### src/rtl/cpu_controller_if.sv
// Bus bundle between the CPU sequencer and its datapath.
// master = controller (drives strobes/status), slave = datapath/debug side.
interface cpu_controller_if #(
  parameter int CNT_WIDTH = 16
);
  logic [2:0]           op_code;
  logic                 zero;
  logic                 step_mode;
  logic                 step;
  logic                 resume;
  logic                 sel;
  logic                 rd;
  logic                 ld_ir;
  logic                 inc_pc;
  logic                 ld_pc;
  logic                 ld_ac;
  logic                 wr;
  logic                 data_e;
  logic                 halt;
  logic [2:0]           phase;
  logic [CNT_WIDTH-1:0] instr_count;

  modport master (
    input  op_code, zero, step_mode, step, resume,
    output sel, rd, ld_ir, inc_pc, ld_pc, ld_ac, wr, data_e,
    output halt, phase, instr_count
  );

  modport slave (
    output op_code, zero, step_mode, step, resume,
    input  sel, rd, ld_ir, inc_pc, ld_pc, ld_ac, wr, data_e,
    input  halt, phase, instr_count
  );
endinterface

### src/rtl/cpu_controller.sv
// Eight-phase instruction sequencer with halt/resume, single-step and a
// retired-instruction counter; strobes decode from registered phase.
module cpu_controller #(
  parameter int CNT_WIDTH = 16
) (
  input  logic              clk,
  input  logic              rst_n,
  cpu_controller_if.master  bus
);

  typedef enum logic [2:0] {
    INST_ADDR  = 3'd0,
    INST_FETCH = 3'd1,
    INST_LOAD  = 3'd2,
    IDLE       = 3'd3,
    OP_ADDR    = 3'd4,
    OP_FETCH   = 3'd5,
    ALU_OP     = 3'd6,
    STORE      = 3'd7
  } phase_e;

  typedef enum logic [2:0] {
    OP_HLT = 3'd0,
    OP_SKZ = 3'd1,
    OP_ADD = 3'd2,
    OP_AND = 3'd3,
    OP_XOR = 3'd4,
    OP_LDA = 3'd5,
    OP_STO = 3'd6,
    OP_JMP = 3'd7
  } op_e;

  phase_e               phase_q, phase_d;
  logic                 halted_q, halted_d;
  logic [CNT_WIDTH-1:0] count_q, count_d;

  logic aluop, is_skz, is_sto, is_jmp, is_hlt;

  always_ff @(posedge clk or negedge rst_n) begin
    if (!rst_n) begin
      phase_q  <= INST_ADDR;
      halted_q <= 1'b0;
      count_q  <= '0;
    end else begin
      phase_q  <= phase_d;
      halted_q <= halted_d;
      count_q  <= count_d;
    end
  end

  always_comb begin
    aluop  = bus.op_code inside {OP_ADD, OP_AND, OP_XOR, OP_LDA};
    is_skz = bus.op_code == OP_SKZ;
    is_sto = bus.op_code == OP_STO;
    is_jmp = bus.op_code == OP_JMP;
    is_hlt = bus.op_code == OP_HLT;

    phase_d  = phase_q;
    halted_d = halted_q;
    count_d  = count_q;

    // Halt outranks the step wait; a resume re-enters at ALU_OP so the
    // HLT instruction still retires through STORE.
    if (halted_q) begin
      if (bus.resume) begin
        halted_d = 1'b0;
        phase_d  = ALU_OP;
      end
    end else if (phase_q == INST_ADDR && bus.step_mode && !bus.step) begin
      phase_d = INST_ADDR;
    end else if (phase_q == OP_ADDR && is_hlt) begin
      halted_d = 1'b1;
      phase_d  = OP_FETCH;
    end else begin
      phase_d = phase_e'(phase_q + 3'd1);
      if (phase_q == STORE) count_d = count_q + 1'b1;
    end

    bus.sel    = 1'b0;
    bus.rd     = 1'b0;
    bus.ld_ir  = 1'b0;
    bus.inc_pc = 1'b0;
    bus.ld_pc  = 1'b0;
    bus.ld_ac  = 1'b0;
    bus.wr     = 1'b0;
    bus.data_e = 1'b0;

    if (!halted_q) begin
      unique case (phase_q)
        INST_ADDR: bus.sel = 1'b1;
        INST_FETCH: begin
          bus.sel = 1'b1;
          bus.rd  = 1'b1;
        end
        INST_LOAD, IDLE: begin
          bus.sel   = 1'b1;
          bus.rd    = 1'b1;
          bus.ld_ir = 1'b1;
        end
        OP_ADDR:  bus.inc_pc = 1'b1;
        OP_FETCH: bus.rd     = aluop;
        ALU_OP: begin
          bus.rd     = aluop;
          bus.inc_pc = is_skz && bus.zero;
          bus.ld_pc  = is_jmp;
          bus.data_e = is_sto;
        end
        STORE: begin
          bus.rd     = aluop;
          bus.ld_pc  = is_jmp;
          bus.ld_ac  = aluop;
          bus.data_e = is_sto;
          bus.wr     = is_sto;
        end
        default: ;
      endcase
    end

    bus.halt        = halted_q;
    bus.phase       = phase_q;
    bus.instr_count = count_q;
  end

endmodule
### src/flat_wrapper.sv
// flat-port wrapper written by rule: the top's interface ports become plain ports
module cpu_controller_flat 
#(
  parameter int CNT_WIDTH = 16
)
  (clk, rst_n, bus_op_code, bus_zero, bus_step_mode, bus_step, bus_resume, bus_sel, bus_rd, bus_ld_ir, bus_inc_pc, bus_ld_pc, bus_ld_ac, bus_wr, bus_data_e, bus_halt, bus_phase, bus_instr_count);
  cpu_controller_if #(.CNT_WIDTH(CNT_WIDTH)) bus_i ();
  input  logic clk;
  input  logic rst_n;
  input wire logic [$bits(bus_i.op_code)-1:0] bus_op_code;
  input wire logic [$bits(bus_i.zero)-1:0] bus_zero;
  input wire logic [$bits(bus_i.step_mode)-1:0] bus_step_mode;
  input wire logic [$bits(bus_i.step)-1:0] bus_step;
  input wire logic [$bits(bus_i.resume)-1:0] bus_resume;
  output wire logic [$bits(bus_i.sel)-1:0] bus_sel;
  output wire logic [$bits(bus_i.rd)-1:0] bus_rd;
  output wire logic [$bits(bus_i.ld_ir)-1:0] bus_ld_ir;
  output wire logic [$bits(bus_i.inc_pc)-1:0] bus_inc_pc;
  output wire logic [$bits(bus_i.ld_pc)-1:0] bus_ld_pc;
  output wire logic [$bits(bus_i.ld_ac)-1:0] bus_ld_ac;
  output wire logic [$bits(bus_i.wr)-1:0] bus_wr;
  output wire logic [$bits(bus_i.data_e)-1:0] bus_data_e;
  output wire logic [$bits(bus_i.halt)-1:0] bus_halt;
  output wire logic [$bits(bus_i.phase)-1:0] bus_phase;
  output wire logic [$bits(bus_i.instr_count)-1:0] bus_instr_count;
  assign bus_i.op_code = bus_op_code;
  assign bus_i.zero = bus_zero;
  assign bus_i.step_mode = bus_step_mode;
  assign bus_i.step = bus_step;
  assign bus_i.resume = bus_resume;
  assign bus_sel = bus_i.sel;
  assign bus_rd = bus_i.rd;
  assign bus_ld_ir = bus_i.ld_ir;
  assign bus_inc_pc = bus_i.inc_pc;
  assign bus_ld_pc = bus_i.ld_pc;
  assign bus_ld_ac = bus_i.ld_ac;
  assign bus_wr = bus_i.wr;
  assign bus_data_e = bus_i.data_e;
  assign bus_halt = bus_i.halt;
  assign bus_phase = bus_i.phase;
  assign bus_instr_count = bus_i.instr_count;
  cpu_controller #(.CNT_WIDTH(CNT_WIDTH)) u_core (.clk(clk), .rst_n(rst_n), .bus(bus_i));
endmodule
### config.mk
export PLATFORM = sky130hd
export DESIGN_NAME = cpu_controller_flat
export DESIGN_NICKNAME = d
export VERILOG_FILES = /design/src/rtl/cpu_controller_if.sv /design/src/rtl/cpu_controller.sv /design/src/flat_wrapper.sv
export SDC_FILE = /design/constraint.sdc
export NUM_CORES = 1
export LEC_CHECK = 0
export BUFFER_PORTS_ARGS = -buffer_cell sky130_fd_sc_hd__buf_4
export CORE_AREA = 2 2 62 64
export DETAILED_ROUTE_END_ITERATION = 7
export DIE_AREA = 0 0 64 66
export SLEW_MARGIN = 20
export SYNTH_ARGS = -nofsm -noshare
export SYNTH_HDL_FRONTEND = slang
export SYNTH_SLANG_ARGS = --single-unit
### constraint.sdc
create_clock -name clk -period 1.8 [get_ports clk]
set_clock_uncertainty 0.1 [all_clocks]
set_input_delay 0.09 -clock clk [delete_from_list [all_inputs] [get_ports clk]]
set_output_delay 0.09 -clock clk [all_outputs]
set_load 0.1 [all_outputs]
==> results of run 1 <==
==> stage by stage <==
stage | instances | hold slack, ps | util [%] | instance area (sq um) | setup slack (ps)
3_5_place_dp | 201 | -110 | 48.2 | 1710 | -54.3
5_1_grt | 213 | 77.2 | 55.7 | 1980 | -348
2_1_floorplan | 110 | -306 | - | 1320 | -478
3_3_place_gp | 201 | -116 | 48.2 | 1710 | -30.5
4_1_cts | 211 | 57.0 | 54.2 | 1920 | -284
6_report | 213 | 67.9 | 55.7 | 1980 | -270
==> Yosys cell counts, types with 2 or more instances <==
master                     instances
sky130_fd_sc_hd__and3_1            4
sky130_fd_sc_hd__nor3_1            4
sky130_fd_sc_hd__inv_1             4
sky130_fd_sc_hd__nand3_1           3
sky130_fd_sc_hd__or3_1             2
sky130_fd_sc_hd__nor2_1            6
sky130_fd_sc_hd__o21ai_0           3
sky130_fd_sc_hd__xnor2_1          15
sky130_fd_sc_hd__nand2_1          12
sky130_fd_sc_hd__a21oi_1           5
sky130_fd_sc_hd__clkbuf_1          2
sky130_fd_sc_hd__nand4_1           6
sky130_fd_sc_hd__dfrtp_1          20
sky130_fd_sc_hd__ha_1              8
==> kinds of logic (layout without fill, tap and decap cells) <==
family                     Yosys count  in the layout  synth area share [%]
AOI/OAI and AO/OA                   14             14                  9.27
buffers and inverters                6             61                  1.96
xor gates and xnor gates            16             16                  12.2
DFF                                 20             20                  43.6
adders and majority gates            8              8                  8.72
muxes                                2              2                  1.85
and+or+nand+nor                     44             44                  22.4
==> worst min-delay path by stage <==
stage / from / end / slack (ps) / cells past startpoint
6_report: bus_op_code[2] / u_core.bus.halt / 70 / 4
4_1_cts: bus_op_code[2] / u_core.bus.halt / 60 / 4
5_1_grt: bus_op_code[2] / u_core.bus.halt / 80 / 4
3_5_place_dp: rst_n / u_core.bus.instr_count[9] / -110 / 1
3_3_place_gp: rst_n / u_core.bus.instr_count[13] / -120 / 1
2_1_floorplan: rst_n / u_core.bus.halt / -310 / 0
==> per-layer routing <==
layer / GRT usage (%) / share of wire (%) / vias to the layer above
li1: - / - / 507
met1: 19.5 / 46 / 492
met2: 25.8 / 50 / 23
met3: 2.04 / 3.5 / 2
met4: 2.45 / 0.76 / 0
met5: 0 / 0 / -
==> cell type report <==
type | instances | area [sq um] | share of cell area, %
Multi-Input combinational cell | 84 | 835 | 42.2
Sequential cell | 20 | 520 | 26.3
Timing Repair Buffer | 53 | 492 | 24.9
Tap cell | 48 | 60.1 | 3.04
Clock inverter | 1 | 30.0 | 1.52
Clock buffer | 3 | 22.5 | 1.14
Inverter | 4 | 17.5 | 0.886
==> flip-flops by register name, indices dropped and copies added, names as in the netlist <==
signal,count
u_core.bus.halt,1
u_core.bus.phase,3
u_core.bus.instr_count,16
==> critical path: stages, from the launching register on <==
cell and delay (ps):
sky130_fd_sc_hd__dfrtp_4 530, sky130_fd_sc_hd__ha_4 190, sky130_fd_sc_hd__ha_4 150, sky130_fd_sc_hd__or3_1 320
sky130_fd_sc_hd__a21oi_2 180, sky130_fd_sc_hd__nor3_4 60, sky130_fd_sc_hd__buf_12 170
==> timing repair <==
item                                    4_1_cts  5_1_grt
gates cloned                                  0        0
hold buffers                                  2        0
hold endpoints to repair                     24        0
endpoints found under the setup margin       16       24
setup buffers                                 4        2
resized for setup                            27        9
pin swaps                                     9        9
==> results.txt, run 1 <==
----------------------------------------------------
[Clock tree]
  CTS buffer count ... 3
  CTS tree ... done
  Bufs on Longest Clock Path ... 2
  Number of sinks driven by the clock tree ... 20
  Number of H-tree levels ... 1
  Clock transition at the register clock pins on the worst setup and hold paths after CTS ... 110 ps
  CTS Root Buffer Type ... sky130_fd_sc_hd__clkbuf_4
  Clock latency at the later pin of the worst-skew pair ... 300 ps

[Critical path]
  Worst-case reg-to-reg path depth ... 8
  CP startpoint ... u_core.bus.phase[1]
  Endpoint class of the critical path ... primary output
  Launching element type of the critical path ... register
  Worst setup path category ... reg -> out
  Reg-to-Reg End ... u_core.bus.instr_count[14]
  Arrival time of the worst setup path ... 1880 ps
  Launching point of the worst reg2reg path ... u_core.bus.phase[1]
  Largest fanout of any net on the critical path ... 5
  Capture point of the critical path ... bus_rd
  Register-to-Register Setup Slack ... -110 ps
  Crit path required time ... 1610 ps

[Timing]
  Total of endpoints with negative setup slack in the final report ... 22
  Setup TNS ... -2310 ps
  Final Hold Fails ... 0
  Setup slack of the critical path after layout ... -270 ps
  Fin crit period ... 2070 ps
  Maximum clock frequency ... 0.483 GHz
  Worst Tran Pin Value ... 472 ps
  Max-slew headroom at the worst pin ... 68.4%
  Max Slew Vio Count ... 0
  Setup repair after global routing missed its margin ... true
  Post-route fraction of the period consumed by the critical path ... 115%

[Synth]
  Synthesized area per cell ... 10.4 sq um
  Netlist Area Pre-Place ... 0.00115 sq mm
  Largest area contributor in the synthesized netlist ... sky130_fd_sc_hd__dfrtp_1
  Cells after Synth ... 110
  Ranking of synthesized cells by area ... sky130_fd_sc_hd__dfrtp_1 (44%), sky130_fd_sc_hd__xnor2_1 (11%), sky130_fd_sc_hd__ha_1 (8.7%)
  Area share of the largest cell type after synthesis ... 43.6%
  Number of distinct standard cells referenced by the synthesized netlist ... 30
  Ys async rst share ... 100%
  Synthesized flop and latch total ... 20
  Sequential-to-total area share from yosys stat ... 43.6%
  Most used flip-flop cell after synthesis ... sky130_fd_sc_hd__dfrtp_1
  Number of enable flip-flop cells after synthesis ... 0
  Net count after synthesis ... 127
  Synth Warn # ... 0

[Die]
  Standard-cell rows ... 22
  Starting utilization of the core area ... 32.3%
  Die area ... 0.00422 sq mm
  Std-Cell Core Area ... 0.00355 sq mm
  Number of ports placed on the die boundary ... 37
  Die W ... 64 um
  DIE HEIGHT ... 66 um

[Route]
  Drc violations ... 0
  Drt first pass iters ... 4
  Via count normalized by instance count ... 4.81
  Wire length per cell after detailed routing ... 13.1 um
  Via count of the routed design ... 1,024
  Initial DRC count ... 10
  Sum of routed wire length over all layers ... 2780 um
  Antenna-violating nets left ... 0

[Global route]
  Global routing usage summed across all routing layers ... 14.7%
  Vias in the first global route ... 1,083
  Overflow after GRT ... 0
  Antenna violations before repair ... 0
  First-pass GRT wire length ... 5030 um
  Pin count of the biggest net entering global routing ... 21

[Run status]
  Outcome ... complete, but fails checks
  Failing checks ... setup timing

[Layout]
  Post-synthesis to final-layout area growth ... 72.3%
  Number of filler instances in the final layout ... 292
  Antenna Cells ... 0
  Most used cells in the layout excluding fill and tap cells ... sky130_fd_sc_hd__buf_4 (40), sky130_fd_sc_hd__xnor2_1 (13), sky130_fd_sc_hd__nand2_1 (11)
  Count of nets after finishing ... 183
  Most common cell after layout, fill and taps aside ... sky130_fd_sc_hd__buf_4
  Proportion of layout cells with a drive suffix above 1 ... 57.6%

[Flow run]
  Number of max-cap violations ... 0

[Hold path]
  Worst min-delay path category ... in -> reg

[Place]
  RePlAce Congestion ... 0.778
  Port-buffer cells ... 36
  Post-detail-place hpwl ... 2140 um

----------------------------------------------------
Power of run 1 is left out: the tool's default activity adds up to more than one toggle a clock period on the data nets, which glitch-free logic cannot reach.
==> run 2, diff against run 1 <==
Settings changed: CORE_AREA 2 2 62 64 to 3 3 63 65, DIE_AREA 0 0 64 66 to 0 0 66 68, SETUP_SLACK_MARGIN set to 0.15.
==> results.txt, run 2 (synthesis results as in run 1) <==
----------------------------------------------------
[Global route]
  Overflow after GRT ... 0 (unchanged)
  Vias in the first global route ... 1,075 (was 1,083)
  Antenna violations before repair ... 0 (unchanged)
  First-pass GRT wire length ... 4900 um (was 5030 um)
  Pin count of the biggest net entering global routing ... 21 (unchanged)
  Global routing usage summed across all routing layers ... 13.8% (was 14.7%)

[Clock tree]
  Clock latency at the later pin of the worst-skew pair ... 300 ps (about the same)
  Number of H-tree levels ... 1 (unchanged)
  CTS tree ... done (unchanged)
  Bufs on Longest Clock Path ... 2 (unchanged)
  CTS buffer count ... 3 (unchanged)
  CTS Root Buffer Type ... sky130_fd_sc_hd__clkbuf_4 (unchanged)
  Number of sinks driven by the clock tree ... 20 (unchanged)
  Clock transition at the register clock pins on the worst setup and hold paths after CTS ... 120 ps (was 110 ps)

[Critical path]
  Slowest cell delay on critical path ... 530 ps (about the same)
  Most common cell type on the critical path ... sky130_fd_sc_hd__ha_4 (unchanged)
  Kind of cell with the highest combined delay on the critical path ... flip-flops (unchanged)
  Worst setup path category ... reg -> out (unchanged)
  Register-to-Register Setup Slack ... -170 ps (was -110 ps)
  Crit path required time ... 1610 ps (about the same)
  Launching element type of the critical path ... register (unchanged)
  Crit-path slowest cell ... sky130_fd_sc_hd__dfrtp_4 (unchanged)
  Reg-to-Reg End ... u_core.bus.instr_count[12] (was u_core.bus.instr_count[14])
  Launching point of the worst reg2reg path ... u_core.bus.phase[0] (was u_core.bus.phase[1])
  Endpoint class of the critical path ... primary output (unchanged)
  Crit-path cells ... ha_4 -> ha_4 -> or3_4 -> a21oi_4 -> nor3_4 -> buf_12 (was ha_4 -> ha_4 -> or3_1 -> a21oi_2 -> nor3_4 -> buf_12)
  Worst-case reg-to-reg path depth ... 8 (unchanged)
  Largest fanout of any net on the critical path ... 4 (was 5)
  Worst path bufs/invs ... 1 (unchanged)
  Arrival time of the worst setup path ... 1910 ps (was 1880 ps)

[Die]
  Die W ... 66 um (was 64 um)
  Standard-cell rows ... 21 (was 22)
  Number of ports placed on the die boundary ... 37 (unchanged)
  Starting utilization of the core area ... 33.9% (was 32.3%)
  Std-Cell Core Area ... 0.00339 sq mm (was 0.00355 sq mm)
  Die area ... 0.00449 sq mm (was 0.00422 sq mm)
  DIE HEIGHT ... 68 um (was 66 um)

[Timing]
  Worst Tran Pin Value ... 494 ps (was 472 ps)
  Maximum clock frequency ... 0.477 GHz (was 0.483 GHz)
  Setup repair after global routing missed its margin ... true (unchanged)
  Post-route fraction of the period consumed by the critical path ... 116% (was 115%)
  Max Slew Vio Count ... 0 (unchanged)
  Final Hold Fails ... 0 (unchanged)
  Fin crit period ... 2100 ps (was 2070 ps)
  Setup slack of the critical path after layout ... -295 ps (was -270 ps)
  Total of endpoints with negative setup slack in the final report ... 23 (was 22)
  Max-slew headroom at the worst pin ... 66.9% (was 68.4%)

[Layout]
  Count of nets after finishing ... 193 (was 183)
  Proportion of layout cells with a drive suffix above 1 ... 62.9% (was 57.6%)
  Area of the multi-input gates ... 856 sq um (was 835 sq um)
  Most used cells in the layout excluding fill and tap cells ... sky130_fd_sc_hd__buf_4 (47), sky130_fd_sc_hd__xnor2_1 (14), sky130_fd_sc_hd__dfrtp_1 (10) (was sky130_fd_sc_hd__buf_4 (40), sky130_fd_sc_hd__xnor2_1 (13), sky130_fd_sc_hd__nand2_1 (11))
  Antenna Cells ... 0 (unchanged)
  Post-synthesis to final-layout area growth ... 79.8% (was 72.3%)
  Number of filler instances in the final layout ... 273 (was 292)
  Storage element area ... 520 sq um (unchanged)
  Most common cell after layout, fill and taps aside ... sky130_fd_sc_hd__buf_4 (unchanged)
  Max FFs per register ... 16 (unchanged)

[Route]
  Wire length per cell after detailed routing ... 14.1 um (was 13.1 um)
  Drt first pass iters ... 4 (unchanged)
  Drc violations ... 0 (unchanged)
  Via count of the routed design ... 1,087 (was 1,024)
  Antenna-violating nets left ... 0 (unchanged)
  Sum of routed wire length over all layers ... 3110 um (was 2780 um)
  Initial DRC count ... 17 (was 10)
  Via count normalized by instance count ... 4.92 (was 4.81)

[Hold path]
  Worst min-delay path category ... in -> reg (unchanged)
  Source of the worst hold timing path ... bus_op_code[1] (was bus_op_code[2])
  Worst Hold Endpoint ... u_core.bus.halt (unchanged)
  Number of cells traversed by the worst hold path ... 4 (unchanged)

[Place]
  Port-buffer cells ... 36 (unchanged)
  RePlAce Congestion ... 0.729 (was 0.778)
  Post-detail-place hpwl ... 2180 um (was 2140 um)
  Placement Setup Slack ... -38.1 ps (was -54.3 ps)

[Flow run]
  Number of max-cap violations ... 0 (unchanged)

[Run status]
  Failing checks ... setup timing (unchanged)
  Outcome ... complete, but fails checks (unchanged)

----------------------------------------------------
[run 2: routing by layer]
layer	vias to the layer above	track usage, %	routed length, um
met3	6	4.27	154
li1	521	-	-
met1	535	16.1	1250
met5	-	0	0
met2	25	25.5	1660
met4	0	2.03	42
[run 2: final cells by class]
cell class / count / area share [%]
inverters: 4 / 0.970
repair buffers: 63 / 28.3
clock buffers: 4 / 1.27
well taps: 46 / 2.79
flip-flops and latches: 20 / 25.2
multi-input cells: 84 / 41.5
[run 2: how the worst max path moves through the flow]
stage                                   start         to  slack (ps)  cells after the start
final                     u_core.bus.phase[0]     bus_rd        -300                      6
after global routing      u_core.bus.phase[0]     bus_rd        -370                      6
after CTS                 u_core.bus.phase[1]    bus_sel        -280                      7
after detailed placement  u_core.bus.phase[1]     bus_rd         -40                      6
after global placement    u_core.bus.phase[1]     bus_rd         -30                      6
after floorplan           u_core.bus.phase[0]  bus_ld_pc        -480                      4
[run 2: repair_timing]
action                                  CTS  global route
hold buffers                              2             0
endpoints found under the setup margin   23            26
pin swaps                                10            11
resized for setup                        34            13
buffers inserted                          7             6
endpoints found under the hold margin    24             0
[run 2: worst min-delay path, cell delays in order]
cell	delay, ps
sky130_fd_sc_hd__buf_4	110
sky130_fd_sc_hd__nor4b_4	70
sky130_fd_sc_hd__nand2_1	90
sky130_fd_sc_hd__mux2i_1	70
[run 2: metrics by stage]
| stage | hold WS [ps] | std cells | TNS, ps | util, % | cell area [sq um] |
|---|---|---|---|---|---|
| after floorplan | -306 | 110 | -6830 | - | 1320 |
| after global placement | -120 | 202 | -51.9 | 51.1 | 1730 |
| after detailed placement | -117 | 202 | -158 | 51.1 | 1730 |
| after CTS | 36.2 | 215 | -1450 | 58.0 | 1970 |
| after global routing | 51.9 | 221 | -5170 | 60.9 | 2060 |
| final | 54.4 | 221 | -2940 | 60.9 | 2060 |
Power of run 2 is left out for the same reason.
